[config.mk]
export PLATFORM = sky130hd
export DESIGN_NAME = sal_arb_ingress_fifo_4ch
export DESIGN_NICKNAME = d
export VERILOG_FILES = /design/src/rtl/sal_arb_ingress_fifo_4ch.sv
export SDC_FILE = /design/constraint.sdc
export NUM_CORES = 1
export LEC_CHECK = 0
export CORE_ASPECT_RATIO = 1.5
export CORE_MARGIN = 2
export CORE_UTILIZATION = 45
export CTS_BUF_LIST = sky130_fd_sc_hd__clkbuf_4
export DETAILED_ROUTE_END_ITERATION = 6
export PLACE_DENSITY_LB_ADDON = 0.12
export RECOVER_POWER = 50
export SETUP_SLACK_MARGIN = 0.2
export SLEW_MARGIN = 20
export SYNTH_ARGS = -nofsm -noshare
export SYNTH_HDL_FRONTEND = slang
export SYNTH_SLANG_ARGS = --single-unit
[constraint.sdc]
create_clock -name clk -period 2.99 [get_ports clk]
set_clock_uncertainty 0.2 [all_clocks]
set_input_delay 0.598 -clock clk [delete_from_list [all_inputs] [get_ports clk]]
set_output_delay 0.598 -clock clk [all_outputs]
set_load 0.005 [all_outputs]
[src/rtl/sal_arb_ingress_fifo_4ch.sv]
`default_nettype none
// ============================================================================
// Module      : sal_arb_ingress_fifo_4ch
// Description : Per-requester circular FIFO bank feeding a round-robin arbiter.
//               Each channel buffers writes and presents its head as req/data.
// Revision    : 1.0 - initial release
// ============================================================================
module sal_arb_ingress_fifo_4ch #(
  parameter int REQ_CNT    = 4,
  parameter int DATA_WIDTH = 64,
  parameter int DEPTH      = 4,
  parameter int DEPTH_LG2  = $clog2(DEPTH)
) (
  input  logic                  clk,
  input  logic                  rst_n,
  input  logic [REQ_CNT-1:0]    valid_arr_i,
  input  logic [DATA_WIDTH-1:0] data_arr_i [0:REQ_CNT-1],
  output logic [REQ_CNT-1:0]    ready_arr_o,
  output logic [REQ_CNT-1:0]    req_arr_o,
  output logic [DATA_WIDTH-1:0] data_arr_o [0:REQ_CNT-1],
  input  logic [REQ_CNT-1:0]    gnt_arr_i,
  output logic [DEPTH_LG2:0]    cnt_arr_o  [0:REQ_CNT-1]
);

  localparam logic [DEPTH_LG2:0] c_full = (DEPTH_LG2+1)'(DEPTH);

  for (genvar g = 0; g < REQ_CNT; g++) begin : g_ch
    logic [DEPTH_LG2-1:0]  r_wptr;
    logic [DEPTH_LG2-1:0]  r_rptr;
    logic [DEPTH_LG2:0]    r_cnt;
    logic [DATA_WIDTH-1:0] r_mem [0:DEPTH-1];
    logic                  w_ready;
    logic                  w_req;
    logic                  w_push;
    logic                  w_pop;

    // Ready derives from registered occupancy only, so grants never reach the writers.
    assign w_ready = rst_n & (r_cnt != c_full);
    assign w_req   = (r_cnt != '0);
    assign w_push  = valid_arr_i[g] & w_ready;
    assign w_pop   = gnt_arr_i[g] & w_req;

    always_ff @(posedge clk or negedge rst_n) begin
      if (!rst_n) begin
        r_wptr <= '0;
        r_rptr <= '0;
        r_cnt  <= '0;
      end else begin
        if (w_push) r_wptr <= r_wptr + 1'b1;
        if (w_pop)  r_rptr <= r_rptr + 1'b1;
        if (w_push && !w_pop)      r_cnt <= r_cnt + 1'b1;
        else if (w_pop && !w_push) r_cnt <= r_cnt - 1'b1;
      end
    end

    always_ff @(posedge clk) begin
      if (w_push) r_mem[r_wptr] <= data_arr_i[g];
    end

    assign ready_arr_o[g] = w_ready;
    assign req_arr_o[g]   = w_req;
    assign data_arr_o[g]  = w_req ? r_mem[r_rptr] : '0;
    assign cnt_arr_o[g]   = r_cnt;
  end

endmodule
`default_nettype wire

# After elaboration in Yosys (flattened, before gate mapping)
# Memories as Yosys holds them, arrays and structs flattened.
# Cells that the tools add are included.
[totals] ff_bits=28 romBits=0 out_inout_bits=276 ram_bits=1024 latchBits=0 mem_count=4
[mem_list] memory="g_ch[0].r_mem" depth=4 width=64 read_ports=1 rd_clocked_by_memory_dff=0 wr=1 line="31" rtl="logic [DATA_WIDTH-1:0] r_mem [0:DEPTH-1];"
[mem_list] memory="g_ch[1].r_mem" depth=4 width=64 read_ports=1 rd_clocked_by_memory_dff=0 wr=1 line="31"
[mem_list] memory="g_ch[2].r_mem" depth=4 width=64 read_ports=1 rd_clocked_by_memory_dff=0 wr=1 line="31"
[mem_list] memory="g_ch[3].r_mem" depth=4 width=64 read_ports=1 rd_clocked_by_memory_dff=0 wr=1 line="31"
[op_classes] mul=0 n_shift=0 n_lt_le_gt_ge=0 n_div=0 n_bitwise=12 eq_ne=4 n_addsub=16 mux=20 reduce_logical=24
[op_table] operator="$mux 64" n=4
[op_table] operator="$mux 3" n=8
[op_table] operator="$add 2x1->2 const B" n=8
[op_table] operator="$add 3x1->3 const B" n=4
[op_table] operator="$and 1x1->1" n=12
[op_table] operator="$ne 3x3->1 const B" n=4
[op_table] operator="$reduce_bool 3->1" n=4
[op_table] operator="$sub 3x1->3 const B" n=4
[op_table] operator="$logic_and 1x1->1" n=8
[op_table] operator="$logic_not 1->1" n=8
[op_table] operator="$mux 1" n=8
[op_table] operator="$reduce_bool 2->1" n=4

# Longest topological paths before layout
# Gate-level depths: netlist of the first run.
[logic_depth] depth_word=7 ltp_mapped=9

# Worst setup path after synthesis of the first run
# OpenSTA, ideal clock, no wires.
[synth_path] path_type="input -> register" start="input valid_arr_i[3]" end="memory g_ch[3].r_mem[2][0] (enable)" setup_time_ns=0.429 stages=3 arrival_ns=2.540 setup_slack_ns=-0.178 cell_sequence="nand2_1 > a21oi_1 > and2_1"
[synth_via] elab_chain_len=3
[synth_rtl] element="from (decl)" line="16" rtl="input logic [REQ_CNT-1:0] valid_arr_i,"
[synth_rtl] element="$and 1x1->1" line="40" rtl="assign w_push = valid_arr_i[g] & w_ready;"
[synth_rtl] element="net g_ch[3].w_push" line="34" rtl="logic w_push;"
[synth_rtl] element="$mux 1" line="57" rtl="if (w_push) r_mem[r_wptr] <= data_arr_i[g];"
[synth_rtl] element="$mux 1 (implied by the code)" line="57"
[synth_rtl] element="to (decl)" line="31"
# The timed path passes the listed nets, and every way through them passes these cells.

==> results.sh, run 1 <==
export IMPL_violations="setup timing"
export IMPL_slew_headroom=0.589
export IMPL_hold_depth=5
export IMPL_seq_area_sq_mm=0.0315
export IMPL_overflow=0
export IMPL_die_y_microns=371
export IMPL_synth_cell_area_sq_mm=0.0403
export IMPL_seq_area_frac_synth=0.780
export IMPL_clk_pin_slew_ns=0.06
export IMPL_antenna_left=0
export IMPL_finalWorstSetupSlack_ns=-0.702
export IMPL_postSynthAreaPerCell_sq_um=22.8
export IMPL_drive_above_1_share=0.454
export IMPL_syn_inst=1772
export IMPL_grt_max_degree=46
export IMPL_gp_congestion=0.737
export IMPL_synth_seq_cells=1052
export IMPL_layout_nets=3311
export IMPL_clkLatencyLatePin_ns=1.14
export IMPL_finalSetupViolations=262
export IMPL_crit_arrival_ns=2.89
export IMPL_drv_slew=0
export IMPL_maxCapViolations=0
export IMPL_clockBufferDepth=3
export IMPL_rsz0062_at_grt="yes"
export IMPL_fin_crit_sh=1.23
export IMPL_dp_cells=3469
export IMPL_tns_ns=-137.71
export IMPL_start_util=0.454
export IMPL_leakage_nw=20.6
export IMPL_portBuffers=541
export IMPL_synth_cell_types=20
export IMPL_area_delta_synth_final_pct=42.5
export IMPL_first_pass_iters=5
export IMPL_rows=134
export IMPL_multi_input_area_sq_mm=0.00891
export IMPL_worst_pin_slew_ns=0.617
export IMPL_die_area_sq_mm=0.0921
export IMPL_cts_sinks=1052
export IMPL_hold_viol_final=0
export IMPL_via_per_inst=5.11
export IMPL_cts_buffers=238
export IMPL_ys_warnings_count=0
export IMPL_tritoncts="done"
export IMPL_grt_use_total=0.215
export IMPL_rr_endpoint="g_ch[0].r_cnt[2]"
export IMPL_hold_class="in -> reg"
export IMPL_holdWs_ns=0.259
export IMPL_reg2reg_from="g_ch[0].r_cnt[0]"
export IMPL_routed_wl_microns=98500
export IMPL_synth_edf_count=1024
export IMPL_path_class="reg -> out"
export IMPL_post_dp_cell_area_sq_mm=0.0481
export IMPL_cts_root_buf="clkbuf_4"
export IMPL_hold_end="g_ch[2].r_wptr[0]"
export IMPL_ys_async_sr_fraction=0.0266
export IMPL_max_freq_ghz=0.271
export IMPL_avgRoutedWirePerCell_microns=22.6
export IMPL_startpoint="g_ch[1].r_rptr[0]"
export IMPL_cts_htree_levels=4
export IMPL_total_power_mw=54.9
export IMPL_syn_num_nets=2062
export IMPL_fillers=6201
export IMPL_run_status="finished with violations"
export IMPL_core_sq_mm=0.0889
export IMPL_finalInstanceArea_sq_mm=0.0575
export IMPL_hpwl_microns=58100
export IMPL_vias=22300
export IMPL_die_x_microns=248
export IMPL_antenna_found_initial=13
export IMPL_fin_crit_ns=3.69
export IMPL_required_ns=2.19
export IMPL_synthFlopType="edfxtp_1"
export IMPL_io_pin_count=542
export IMPL_power_density_mw_per_mm2=955
export IMPL_drc=0
export IMPL_worst_setup_path_end_kind="output pin"
export IMPL_grt_pass1_vias=24400
export IMPL_drt_iter0_drc=1208
export IMPL_dpl_worst_slack_ns=0.135
export IMPL_path_max_fanout=8
export IMPL_ir_drop_mv=0.575
export IMPL_fin_cells=4365
export IMPL_fin_util=0.647
export IMPL_holdCritStartpoint="valid_arr_i[2]"
export IMPL_crit_path_start_kind="flop"
export IMPL_r2r_cells=9
export IMPL_grt_pass1_wl_microns=148000
export IMPL_ff2ff_setup_slack_ns=0.32
## metal layers
metal | up-vias | wire (microns) | GRT usage
li1 | 9882 | - | -
met1 | 11500 | 38800 | 0.269
met2 | 764 | 50300 | 0.358
met3 | 149 | 6990 | 0.0697
met4 | 12 | 2340 | 0.0711
met5 | - | 82 | 0
## final cells by class
type,instances,area share
Tap cell,1156,0.0252
Antenna cell,11,0.000479
Clock inverter,78,0.00875
Inverter,12,0.000784
Clock buffer,339,0.0443
Multi-Input combinational cell,616,0.155
Timing Repair Buffer,1101,0.218
Sequential cell,1052,0.548
## timing repair
action,CTS,global route
gates cloned,24,0
hold buffers,266,0
setup buffers,147,31
pin swaps,100,42
resized for setup,1626,183
endpoints found under the setup margin,276,269
endpoints found under the hold margin,1070,0
## worst max-delay path by stage
stage	slack, ns	end
5_1_grt	-0.93	data_arr_o[159]
6_report	-0.70	data_arr_o[159]
4_1_cts	-0.88	data_arr_o[167]
3_3_place_gp	0.12	data_arr_o[47]
3_5_place_dp	0.14	data_arr_o[1]
2_1_floorplan	0.50	g_ch[3].r_mem[0][0]
## synthesized netlist by cell type (8+ instances only)
cell | number | area, sq um
mux2_2 | 8 | 90.1
inv_1 | 12 | 45.0
nor2_1 | 8 | 30.0
buf_4 | 16 | 120
clkbuf_1 | 32 | 120
xnor2_1 | 16 | 140
and2_1 | 272 | 1700
xor2_1 | 8 | 70.1
edfxtp_1 | 1024 | 30700
dfrtp_1 | 28 | 701
mux4_2 | 256 | 5770
buf_2 | 24 | 120
ha_1 | 20 | 250
nand2_1 | 8 | 30.0
buf_6 | 20 | 225
## flip-flops by register name, summed over array words and instances (netlist names)
signal / count
g_ch.r_cnt: 12
g_ch.r_mem: 1024
g_ch.r_wptr: 8
g_ch.r_rptr: 8
## critical path: stages (launching register included)
cell and delay (ns):
dfrtp_4 0.51, buf_12 0.16, buf_6 0.12, buf_12 0.12, buf_16 0.14, mux4_2 0.43, and2_4 0.18, buf_6 0.11
## power by group
group / leakage (nW) / total, mW / switching (mW) / internal (mW)
sequential: 9.61 / 18.5 / 0.513 / 18.0
clock: 1.79 / 11.2 / 5.45 / 5.72
combinational: 9.23 / 25.2 / 9.43 / 15.8
## cells in the final DEF (no fill, tap or decap), types with 17 or more instances in the layout
cell type | Yosys | layout
clkbuf_4 | 0 | 339
buf_6 | 20 | 344
buf_8 | 0 | 18
buf_4 | 16 | 44
buf_2 | 24 | 37
clkinv_1 | 0 | 57
and2_1 | 272 | 26
buf_16 | 0 | 23
edfxtp_1 | 1024 | 1024
dfrtp_1 | 28 | 17
and2_4 | 0 | 230
mux4_2 | 256 | 256
buf_12 | 0 | 91
dlygate4sd3_1 | 0 | 522
ha_1 | 20 | 20
## logic make-up after synthesis
kind of cell | share of synthesized area
and+or+nand+nor | 0.0448
xor gates and xnor gates | 0.00521
DFF | 0.780
buffers and inverters | 0.0156
AOI/OAI and AO/OA | 0.00124
muxes | 0.145
adders and majority gates | 0.00819
Note: power is estimated with default switching activity, not from simulation.
==> inputs of run 2 (changes only) <==
--- a/config.mk
+++ b/config.mk
@@ -10,6 +10,7 @@
 export CORE_UTILIZATION = 45
 export CTS_BUF_LIST = sky130_fd_sc_hd__clkbuf_4
 export DETAILED_ROUTE_END_ITERATION = 6
+export GPL_TIMING_DRIVEN = 0
 export PLACE_DENSITY_LB_ADDON = 0.12
 export RECOVER_POWER = 50
 export SETUP_SLACK_MARGIN = 0.2
@@ -17,3 +18,4 @@
 export SYNTH_ARGS = -nofsm -noshare
 export SYNTH_HDL_FRONTEND = slang
 export SYNTH_SLANG_ARGS = --single-unit
+export TNS_END_PERCENT = 30
==> results.sh, run 2 (synthesis results as in run 1) <==
export IMPL_hold_class="in -> reg"
export IMPL_r2r_cells=4
export IMPL_grt_max_degree=45
export IMPL_clockBufferDepth=3
export IMPL_worst_pin_slew_ns=0.939
export IMPL_fin_crit_ns=3.67
export IMPL_final_common_cell="edfxtp_1"
export IMPL_reg_largest_list="g_ch.r_mem x1024, g_ch.r_cnt x12"
export IMPL_leakage_nw=20.8
export IMPL_clkLatencyLatePin_ns=1.09
export IMPL_grt_use_total=0.212
export IMPL_drc=0
export IMPL_die_x_microns=248
export IMPL_cts_sinks=1052
export IMPL_most_common_layout_cells="edfxtp_1, dlygate4sd3_1, clkbuf_4"
export IMPL_antenna_left=0
export IMPL_cts_buffers=239
export IMPL_holdWs_ns=0.272
export IMPL_die_area_sq_mm=0.0921
export IMPL_crit_arrival_ns=2.87
export IMPL_tritoncts="done"
export IMPL_io_pin_count=542
export IMPL_ff2ff_setup_slack_ns=0.21
export IMPL_die_y_microns=371
export IMPL_finalSetupViolations=727
export IMPL_regMostFlops="g_ch.r_mem"
export IMPL_run_status="finished with violations"
export IMPL_hold_viol_final=0
export IMPL_path_max_fanout=6
export IMPL_total_power_mw=53.6
export IMPL_power_density_mw_per_mm2=940
export IMPL_fillers=6309
export IMPL_via_per_inst=5.02
export IMPL_antenna_found_initial=15
export IMPL_path_class="reg -> out"
export IMPL_cts_htree_levels=4
export IMPL_largest_reg_flops=1024
export IMPL_worst_setup_path_end_kind="output pin"
export IMPL_hold_depth=6
export IMPL_area_delta_synth_final_pct=41.4
export IMPL_maxCapViolations=0
export IMPL_overflow=0
export IMPL_rows=134
export IMPL_core_sq_mm=0.0889
export IMPL_crit_path_start_kind="flop"
export IMPL_layout_nets=3344
export IMPL_avgRoutedWirePerCell_microns=22.2
export IMPL_finalWorstSetupSlack_ns=-0.679
export IMPL_first_pass_iters=5
export IMPL_cts_root_buf="clkbuf_4"
export IMPL_slew_headroom=0.372
export IMPL_required_ns=2.19
export IMPL_holdCritStartpoint="rst_n"
export IMPL_clk_pin_slew_ns=0.07
export IMPL_grt_pass1_vias=24000
export IMPL_fin_crit_sh=1.23
export IMPL_start_util=0.454
export IMPL_hpwl_microns=60100
export IMPL_routed_wl_microns=98400
export IMPL_grt_pass1_wl_microns=146000
export IMPL_reg2reg_from="g_ch[2].r_cnt[2]"
export IMPL_fin_cells=4429
export IMPL_vias=22200
export IMPL_rr_endpoint="g_ch[2].r_mem[0][6]"
export IMPL_portBuffers=541
export IMPL_ir_drop_mv=0.575
export IMPL_gp_congestion=0.742
export IMPL_violations="setup timing"
export IMPL_drive_above_1_share=0.441
export IMPL_startpoint="g_ch[0].r_rptr[0]"
export IMPL_dp_cells=3486
export IMPL_rsz0062_at_grt="yes"
export IMPL_hold_end="g_ch[1].r_wptr[0]"
export IMPL_drt_iter0_drc=932
export IMPL_drv_slew=0
export IMPL_max_freq_ghz=0.273
[run 2: changes by cell type in the layout (fill, tap and decap cells not counted), moves of 8 or more]
cell             change
buf_12              -40
clkbuf_16           +12
dfrtp_2              +8
buf_6              -148
clkdlybuf4s50_1     +53
dlymetal6s2s_1      +31
clkbuf_4            +32
dlygate4sd3_1       -37
clkbuf_2            +85
clkinv_2             +9
and2_4              -22
and2_2              -16
buf_4               +69
and2_1              +38
[run 2: final cells by class]
| cell class | instances | area [sq um] | share of cell area |
|---|---|---|---|
| antenna | 8 | 20.0 | 0.000351 |
| buffer | 92 | 1140 | 0.0201 |
| clock buffer | 368 | 2760 | 0.0485 |
| clock inverter | 84 | 462 | 0.00810 |
| inverter | 12 | 45.0 | 0.000790 |
| multi-input combinational | 616 | 8800 | 0.154 |
| sequential | 1052 | 31500 | 0.552 |
| tap | 1156 | 1450 | 0.0254 |
| timing repair buffer | 1041 | 10900 | 0.191 |
[run 2: per-layer routing]
metal | track usage | up-vias | share of wire
met4 | 0.0775 | 16 | 0.025
met3 | 0.0722 | 161 | 0.074
li1 | - | 9981 | -
met1 | 0.257 | 11400 | 0.39
met2 | 0.354 | 723 | 0.51
met5 | 0 | - | 0.00098
[run 2: repair_timing]
action,in CTS,in global routing
cloned,15,8
gates resized for setup,836,675
setup endpoints to repair,329,843
endpoints found under the hold margin,1068,16
hold buffers,268,1
pin swaps,54,94
setup buffers,88,103
[run 2: stage by stage]
step	setup slack (ns)	util	cell area [sq um]	setup TNS, ns
detailed placement	-0.463	0.536	47700	-245.47
global route	-0.881	0.642	57000	-310.13
CTS	-0.922	0.621	55200	-261.29
finish	-0.679	0.642	57000	-236.87
floorplan	-0.178	-	40300	-125.60
global placement	-3.98	0.531	47200	-3589.24
[run 2: how the worst max path moves through the flow]
stage / end / slack (ns) / cells after the start
6_report: data_arr_o[226] / -0.68 / 8
5_1_grt: data_arr_o[194] / -0.88 / 8
4_1_cts: data_arr_o[33] / -0.92 / 7
3_5_place_dp: g_ch[2].r_mem[0][50] / -0.46 / 5
3_3_place_gp: g_ch[2].r_mem[0][50] / -3.98 / 4
2_1_floorplan: g_ch[1].r_mem[2][0] / -0.18 / 3
[run 2: power by group]
part	internal [mW]	total [mW]	switching (mW)
sequential	18.0	18.4	0.449
clock	5.98	11.4	5.47
combinational	14.5	23.7	9.19
total	38.5	53.6	15.1
[run 2: critical path: stages, from the launching register on]
cell     delay [ns]
dfrtp_1        0.44
buf_12         0.16
buf_8          0.12
buf_6          0.10
buf_12         0.10
buf_12         0.10
mux4_2         0.52
and2_4         0.16
buf_6          0.10
